<file path="config.mk">
export PLATFORM = sky130hd
export DESIGN_NAME = ddr_read_engine
export DESIGN_NICKNAME = d
export VERILOG_FILES = /design/src/rtl/ddr_read_engine.sv
export SDC_FILE = /design/constraint.sdc
export NUM_CORES = 1
export LEC_CHECK = 0
export CORE_MARGIN = 10
export CORE_UTILIZATION = 42
export CTS_BUF_LIST = sky130_fd_sc_hd__clkbuf_4
export DETAILED_ROUTE_END_ITERATION = 6
export GPL_TIMING_DRIVEN = 1
export PLACE_DENSITY = 0.59
export SETUP_SLACK_MARGIN = 0.3
export SLEW_MARGIN = 20
export SYNTH_ARGS = -nofsm -noshare
export SYNTH_HDL_FRONTEND = slang
export SYNTH_SLANG_ARGS = --single-unit
</file>
<file path="constraint.sdc">
create_clock -name ui_clk -period 5.82 [get_ports ui_clk]
set_input_delay 1.164 -clock ui_clk [delete_from_list [all_inputs] [get_ports ui_clk]]
set_output_delay 1.164 -clock ui_clk [all_outputs]
set_load 0.03 [all_outputs]
</file>
<file path="src/rtl/ddr_read_engine.sv">
// rtl/ddr_read_engine.sv - credit-limited MIG read engine with local FIFO and stream output
// Issues READ commands over an address window and streams returned words in order.
module ddr_read_engine #(
  parameter int unsigned          ADDR_W     = 27,
  parameter int unsigned          ADDR_STEP  = 8,
  parameter longint unsigned      ADDR_LIMIT = 64'd134217728,
  parameter int unsigned          COUNT_W    = 24,
  parameter int unsigned          FIFO_DEPTH = 16
) (
  input  logic               ui_clk,
  input  logic               sys_rst,
  input  logic               init_calib_complete,
  input  logic               start,
  input  logic [ADDR_W-1:0]  start_addr,
  input  logic [COUNT_W-1:0] word_count,
  output logic               busy,
  output logic               done,
  output logic [ADDR_W-1:0]  app_addr,
  output logic [2:0]         app_cmd,
  output logic               app_en,
  input  logic               app_rdy,
  input  logic [63:0]        app_rd_data,
  input  logic               app_rd_data_valid,
  input  logic               app_rd_data_end,
  output logic [63:0]        out_data,
  output logic               out_valid,
  input  logic               out_ready,
  output logic               ovf_err
);

  localparam int unsigned PTR_W = $clog2(FIFO_DEPTH);
  localparam int unsigned CNT_W = PTR_W + 1;

  typedef enum logic [1:0] {S_IDLE, S_ISSUE, S_DRAIN, S_DONE} state_t;

  state_t             r_state;
  state_t             w_state_nxt;
  logic [ADDR_W-1:0]  r_addr;
  logic [COUNT_W-1:0] r_total;
  logic [COUNT_W-1:0] r_issued;
  logic [CNT_W-1:0]   r_outstanding;
  logic [CNT_W-1:0]   r_fifo_cnt;
  logic [PTR_W-1:0]   r_wr_ptr;
  logic [PTR_W-1:0]   r_rd_ptr;
  logic [63:0]        r_mem [FIFO_DEPTH];
  logic               r_pending;
  logic               r_done;
  logic               r_ovf;

  logic               w_start_ok;
  logic               w_cmd_acc;
  logic               w_last_cmd;
  logic               w_more;
  logic               w_beat_ok;
  logic               w_credit_ret;
  logic               w_pop;
  logic               w_credit_ok;
  logic [CNT_W:0]     w_credit_sum;
  logic [63:0]        w_addr_sum;
  logic [ADDR_W-1:0]  w_addr_nxt;

  assign busy      = (r_state != S_IDLE) | r_done;
  assign done      = r_done;
  assign app_cmd   = 3'b001;
  assign app_addr  = r_addr;
  assign out_valid = (r_fifo_cnt != '0);
  assign out_data  = r_mem[r_rd_ptr];
  assign ovf_err   = r_ovf;

  assign w_start_ok   = start & ~busy;
  assign w_more       = (r_issued < r_total);
  assign w_credit_sum = {1'b0, r_outstanding} + {1'b0, r_fifo_cnt};
  assign w_credit_ok  = (w_credit_sum < (CNT_W + 1)'(FIFO_DEPTH));
  // Once raised, app_en is held by r_pending until MIG takes the command.
  assign app_en       = (r_state == S_ISSUE) & w_more &
                        (r_pending | (w_credit_ok & init_calib_complete));
  assign w_cmd_acc    = app_en & app_rdy;
  assign w_last_cmd   = w_cmd_acc & ((r_issued + COUNT_W'(1)) == r_total);
  assign w_beat_ok    = app_rd_data_valid & (r_outstanding != '0);
  assign w_credit_ret = w_beat_ok & app_rd_data_end;
  assign w_pop        = out_valid & out_ready;

  assign w_addr_sum = 64'(r_addr) + 64'(ADDR_STEP);
  assign w_addr_nxt = (w_addr_sum >= ADDR_LIMIT) ? '0 : w_addr_sum[ADDR_W-1:0];

  always_ff @(posedge ui_clk or negedge sys_rst) begin
    if (!sys_rst) begin
      r_state <= S_IDLE;
    end else begin
      r_state <= w_state_nxt;
    end
  end

  always_comb begin
    w_state_nxt = r_state;
    case (r_state)
      S_IDLE: begin
        if (w_start_ok) begin
          w_state_nxt = (word_count == '0) ? S_DONE : S_ISSUE;
        end
      end
      S_ISSUE: begin
        if (w_last_cmd) begin
          w_state_nxt = S_DRAIN;
        end
      end
      S_DRAIN: begin
        if ((r_outstanding == '0) && (r_fifo_cnt == '0)) begin
          w_state_nxt = S_DONE;
        end
      end
      S_DONE: begin
        w_state_nxt = S_IDLE;
      end
      default: begin
        w_state_nxt = S_IDLE;
      end
    endcase
  end

  always_ff @(posedge ui_clk or negedge sys_rst) begin
    if (!sys_rst) begin
      r_addr    <= '0;
      r_total   <= '0;
      r_issued  <= '0;
      r_pending <= 1'b0;
      r_done    <= 1'b0;
    end else begin
      r_pending <= app_en & ~app_rdy;
      r_done    <= (r_state == S_DONE);
      if (w_start_ok) begin
        r_addr   <= start_addr;
        r_total  <= word_count;
        r_issued <= '0;
      end else if (w_cmd_acc) begin
        r_addr   <= w_addr_nxt;
        r_issued <= r_issued + COUNT_W'(1);
      end
    end
  end

  // A beat with no credit outstanding is stale (pre-reset) or spurious: drop and flag.
  always_ff @(posedge ui_clk or negedge sys_rst) begin
    if (!sys_rst) begin
      r_outstanding <= '0;
      r_ovf         <= 1'b0;
    end else begin
      if (app_rd_data_valid && (r_outstanding == '0)) begin
        r_ovf <= 1'b1;
      end
      case ({w_cmd_acc, w_credit_ret})
        2'b10:   r_outstanding <= r_outstanding + CNT_W'(1);
        2'b01:   r_outstanding <= r_outstanding - CNT_W'(1);
        default: r_outstanding <= r_outstanding;
      endcase
    end
  end

  always_ff @(posedge ui_clk or negedge sys_rst) begin
    if (!sys_rst) begin
      r_wr_ptr   <= '0;
      r_rd_ptr   <= '0;
      r_fifo_cnt <= '0;
    end else begin
      if (w_beat_ok) begin
        r_wr_ptr <= r_wr_ptr + PTR_W'(1);
      end
      if (w_pop) begin
        r_rd_ptr <= r_rd_ptr + PTR_W'(1);
      end
      case ({w_beat_ok, w_pop})
        2'b10:   r_fifo_cnt <= r_fifo_cnt + CNT_W'(1);
        2'b01:   r_fifo_cnt <= r_fifo_cnt - CNT_W'(1);
        default: r_fifo_cnt <= r_fifo_cnt;
      endcase
    end
  end

  always_ff @(posedge ui_clk) begin
    if (w_beat_ok) begin
      r_mem[r_wr_ptr] <= app_rd_data;
    end
  end

endmodule

</file>
# ---- Word level (Yosys, flattened, before mapping)
# Memories as Yosys holds them, arrays and structs flattened.
# Index checks and enable logic that the tools add are counted.
# Widths: inputs -> output; s select.
dict set report op_classes {
  muxes 14
  n_eq_ne 11
  magnitude_cmp 3
  reduce_logical 13
  add_sub_neg 9
  n_bitwise 14
}
# cell n
set ops {}
lappend ops {{$mux 27} 3}
lappend ops {{$mux 24} 2}
lappend ops {{$add 27x4->28 const B} 1}
lappend ops {{$ge 28x28->1 const B} 1}
lappend ops {{$add 24x1->24 const B} 1}
lappend ops {{$eq 24x24->1} 1}
lappend ops {{$logic_not 24->1} 1}
lappend ops {{$lt 24x24->1} 1}
lappend ops {{$pmux 5 s2} 2}
lappend ops {{$add 5x1->5 const B} 2}
lappend ops {{$and 1x1->1} 10}
lappend ops {{$logic_not 5->1} 2}
lappend ops {{$reduce_bool 5->1} 2}
lappend ops {{$sub 5x1->5 const B} 2}
lappend ops {{$add 4x1->4 const B} 2}
lappend ops {{$eq 2x2->1 const B} 4}
lappend ops {{$mux 2} 4}
lappend ops {{$pmux 2 s4} 1}
lappend ops {{$reduce_bool 2->1} 4}
lappend ops {{$add 5x5->6} 1}
lappend ops {{$eq 2x1->1 const B} 3}
lappend ops {{$lt 6x5->1 const B} 1}
lappend ops {{$ne 2x2->1 const B} 3}
lappend ops {{$reduce_and 3->1} 1}
lappend ops {{other kinds (5)} 9}
dict set report word_totals {
  output_inout_bits 99
  mem_bits_rw 1024
  mem_count 1
  in_bits 123
  ff_bits 98
}
# name depth word_bits read_ports rd_ports_with_merged_regs wr line
set mem_list {}
lappend mem_list {r_mem 16 64 1 0 1 45} ;# logic [63:0] r_mem [FIFO_DEPTH];

# ---- Longest topological paths before layout
dict set report logic_depth {
  ltp_word 9
  depth_mapped 16
  ltp_nobuf 15
}

# ---- Worst setup path before layout
# No wires, ideal clock.
dict set report synth_path {
  kind {in2reg}
  startpoint {in app_rd_data_valid}
  endpoint {mem r_mem[3][0], enable pin}
  setup_slack_ns -0.833
  arrival_time_ns 6.089
  t_required_ns 5.256
  cell_stages 4
  path_cell_list {nor2b_1 -> clkbuf_1 -> nand2_1 -> nor3_1}
}
dict set report synth_between {
  elab_chain_cells 3
}
# item line
set synth_rtl {}
lappend synth_rtl {{start, declared} 23} ;# input logic app_rd_data_valid,
lappend synth_rtl {{$and 1x1->1} 79} ;# assign w_beat_ok = app_rd_data_valid & (r_outstanding != '0);
lappend synth_rtl {{$mux 1} 180} ;# if (w_beat_ok) begin
lappend synth_rtl {{$mux 1 (not written as such)} 181} ;# r_mem[r_wr_ptr] <= app_rd_data;
lappend synth_rtl {{end, declared} 45}
# No other way between the ends.

# ---- Worst setup path in the final report
dict set report layout_path {
  startpoint {reg r_issued[19]}
  endpoint {out app_en}
}
dict set report layout_between {
  elab_chain_cells 3
}
# item line
set layout_rtl {}
lappend layout_rtl {{start, declared} 40} ;# logic [COUNT_W-1:0] r_issued;
lappend layout_rtl {{start signal, assigned} 137} ;# r_issued <= r_issued + COUNT_W'(1);
lappend layout_rtl {{$lt 24x24->1} 71} ;# assign w_more = (r_issued < r_total);
lappend layout_rtl {{$and 1x1->1 (2 in series)} 75} ;# assign app_en = (r_state == S_ISSUE) & w_more &
lappend layout_rtl {{end, declared} 20} ;# output logic app_en,
# No other way between the ends.

==> flow_summary.yaml <==
status:
  run_status: "finished, violations left"
  violations: "DRC"
detailed_routing:
  wire_per_inst_um: 25.3
  drc: 1
  drt.antenna.violating_nets: 0
  vias: 23400
  routed_wirelength_mm: 106
  vias_per_cell: 5.56
  detailedRoute.firstPassIterationCount: 7
  drtIter0Drc: 1886
place:
  dp_hpwl_mm: 57.3
  gp_congestion: 0.851
  buffer_ports.inserted: 218
  numPlacedInstances: 3707
  dpl_worst_slack_ns: 1.25
  placedInstanceArea_um2: 49000
logic_synthesis:
  synthXorXnorAreaFrac: 0.0125
  synth_flop_cell: "sky130_fd_sc_hd__edfxtp_1"
  synth.area.mux_share: 0.163
  combinational_family_with_the_most_area_after_synthesis: "multiplexers"
  synthesis.instances: 2155
  synth-seq-area-share: 0.741
  ys_ff_latch: 1122
  postSynth.asyncResetShare: 0.0873
  synth_compound_gate_area_share: 0.0220
  syn_avg_cell_area_um2: 20.8
  synth_enable_flop_cells: 1024
  post_synth_fa_ha_maj_area_fraction: 0.0140
  synthDistinctLibCells: 82
  ys_warn_count: 0
  cell_area_after_synthesis_um2: 44800
  post_synth_and_or_nand_nor_area_fraction: 0.0342
final_layout:
  final_layout_size_suffix_gt1_frac: 0.312
  area_delta_synth_final_pct: 17.5
  finalNetCount: 2804
  stdcell_area_um2: 52700
  finish.utilization: 0.499
  final-instance-count-excl-fill: 4204
cts:
  clock_tree.htree_level_count: 5
  cts_tree: "yes"
  cts_max_path_buffers: 4
  post_cts_gate_resize_count: 0
  tritoncts_num_sinks: 1122
  cts.root.buffer_cell: "sky130_fd_sc_hd__clkbuf_4"
  cts.clk_slew.worst_paths_ns: 0.06
  clock_latency_late_sink_ns: 1.16
  cts_buffers: 313
global_routing:
  grt_max_degree: 99
  track_usage: 0.176
  wire_length_of_the_first_global_routing_pass_mm: 158
  grt.overflow.total: 0
  grt_antenna_before_repair: 13
  first_global_vias: 25000
floorplanning:
  floorplan.io_pins: 222
  die_h_um: 347
  core_area_um2: 106000
  die-area_um2: 120000
  rows: 119
  die_w_um: 347
  floorplan.initialDensity: 0.425
sta:
  final.period_utilization: 0.887
  setup_viol: 0
  max_slew.worst_pin.slew_ns: 1.00
  final.setup.worst_slack_ns: 0.660
  drv_slew: 0
  fmax_ghz: 0.194
  timing.slew.headroom: 0.333
  timing.setup.tns_ns: 0
  timing.final.hold_violations: 0
  period_needed_ns: 5.16
  grt_setup_unrepaired: "no"
  fin_hold_ws_ns: 0.122
  clock-skew-final_ns: 0.118
power_and_ir_drop:
  powerDensity_nw_per_um2: 483
  report.power.total_mw: 25.5
  p_leak_nw: 17.6
  ir_worst_vdd_v: 0.000342
worst_setup_path:
  worstSetupPathType: "register to output pin"
  required_ns: 4.66
  worstSetupEndpointType: "output pin"
  setup.worst_path.start_class: "register"
  worstPathMaxFanout: 7
  crit_arrival_ns: 4.00
min_path:
  worst_hold_path_type: "input pin to asynchronous set/reset pin"
run:
  max-cap-violations: 0
layout by cell type, fill, tap and decap left out, types with 9 or more instances in the layout:
| master | instances |
|---|---|
| sky130_fd_sc_hd__a21o_1 | 9 |
| sky130_fd_sc_hd__a21oi_1 | 21 |
| sky130_fd_sc_hd__and3_1 | 13 |
| sky130_fd_sc_hd__buf_12 | 17 |
| sky130_fd_sc_hd__buf_4 | 39 |
| sky130_fd_sc_hd__clkbuf_4 | 444 |
| sky130_fd_sc_hd__clkdlybuf4s50_1 | 217 |
| sky130_fd_sc_hd__clkinv_1 | 39 |
| sky130_fd_sc_hd__dfrtp_1 | 94 |
| sky130_fd_sc_hd__edfxtp_1 | 1024 |
| sky130_fd_sc_hd__ha_1 | 47 |
| sky130_fd_sc_hd__inv_1 | 37 |
| sky130_fd_sc_hd__mux4_2 | 320 |
| sky130_fd_sc_hd__nand2_1 | 84 |
| sky130_fd_sc_hd__nand3_1 | 28 |
| sky130_fd_sc_hd__nand4_1 | 22 |
| sky130_fd_sc_hd__nor2_1 | 48 |
| sky130_fd_sc_hd__nor2_4 | 13 |
| sky130_fd_sc_hd__nor3_1 | 13 |
| sky130_fd_sc_hd__o21ai_0 | 54 |
| sky130_fd_sc_hd__o311ai_0 | 9 |
| sky130_fd_sc_hd__xnor2_1 | 33 |
| sky130_fd_sc_hd__xor2_1 | 31 |
registers in the layout, summed over array words and instances (netlist names), 2 cells and up:
name,cells
r_issued,24
r_mem,1024
r_rd_ptr,4
r_fifo_cnt,5
r_wr_ptr,4
r_total,24
r_state,2
app_addr,27
r_outstanding,5
critical path, cell delays in order, from the launching register on:
cell,delay (ns)
sky130_fd_sc_hd__dfrtp_1,0.50
sky130_fd_sc_hd__ha_1,0.38
sky130_fd_sc_hd__nand4_1,0.18
sky130_fd_sc_hd__nor4_1,0.56
sky130_fd_sc_hd__o21ai_0,0.33
sky130_fd_sc_hd__o21ai_0,0.29
sky130_fd_sc_hd__nor2_1,0.08
sky130_fd_sc_hd__clkdlybuf4s50_1,0.60
cell usage after synthesis (28+ instances only):
library cell / instances / area share
sky130_fd_sc_hd__inv_1: 37 / 0.0031
sky130_fd_sc_hd__nand3_1: 28 / 0.0031
sky130_fd_sc_hd__dfrtp_1: 98 / 0.055
sky130_fd_sc_hd__o21ai_0: 54 / 0.0060
sky130_fd_sc_hd__ha_1: 47 / 0.013
sky130_fd_sc_hd__clkbuf_1: 69 / 0.0058
sky130_fd_sc_hd__edfxtp_1: 1024 / 0.69
sky130_fd_sc_hd__xnor2_1: 33 / 0.0064
sky130_fd_sc_hd__mux4_2: 320 / 0.16
sky130_fd_sc_hd__nand2_1: 84 / 0.0070
sky130_fd_sc_hd__nor2_1: 61 / 0.0051
sky130_fd_sc_hd__xor2_1: 31 / 0.0061
where the power goes:
part	switching (mW)	leakage, nW	internal [mW]
Combinational	4.60	4.97	3.97
Clock	3.01	2.18	3.59
Sequential	0.552	10.5	9.74
Total	8.16	17.6	17.3
worst paths after layout:
path                         startpoint  slack, ns               end  cells past startpoint
hold reg to reg                 ovf_err       0.46           ovf_err                      1
hold / removal                  sys_rst       0.12      app_addr[10]                      1
min in group ui_clk             ovf_err       0.46           ovf_err                      1
setup reg to reg           r_issued[19]       1.74  r_outstanding[4]                     14
max in group asynchronous       sys_rst       4.43       r_rd_ptr[1]                      2
setup / recovery           r_issued[19]       0.66            app_en                      7
layout make-up:
| class | count | area [µm²] |
|---|---|---|
| clock inverter | 51 | 273 |
| clock buffer | 444 | 3330 |
| antenna | 1 | 2.50 |
| timing repair buffer | 273 | 2810 |
| fill | 8666 | 52900 |
| sequential | 1122 | 33200 |
| tap | 1391 | 1740 |
| multi-input combinational | 884 | 11200 |
| inverter | 38 | 143 |
per-layer routing:
layer	routed length, µm	GRT usage	vias up
li1	-	-	10000
met1	44000	0.227	12400
met2	53300	0.288	818
met3	7430	0.0506	135
met4	1540	0.0512	14
met5	80	0	-
logic make-up after synthesis:
logic type,after synthesis
flip-flops,1122
multiplexers,328
AND/OR/NAND/NOR,292
buffers and inverters,150
AO/OA/AOI/OAI,148
XOR/XNOR,64
adder cells (fa/ha/maj),49
other,2
what timing repair did:
item / 4_1_cts / 5_1_grt
setup buffers: 0 / 1
endpoints found under the setup margin: 0 / 8
hold buffers: 0 / 0
Power figures use the tool's default switching activity.
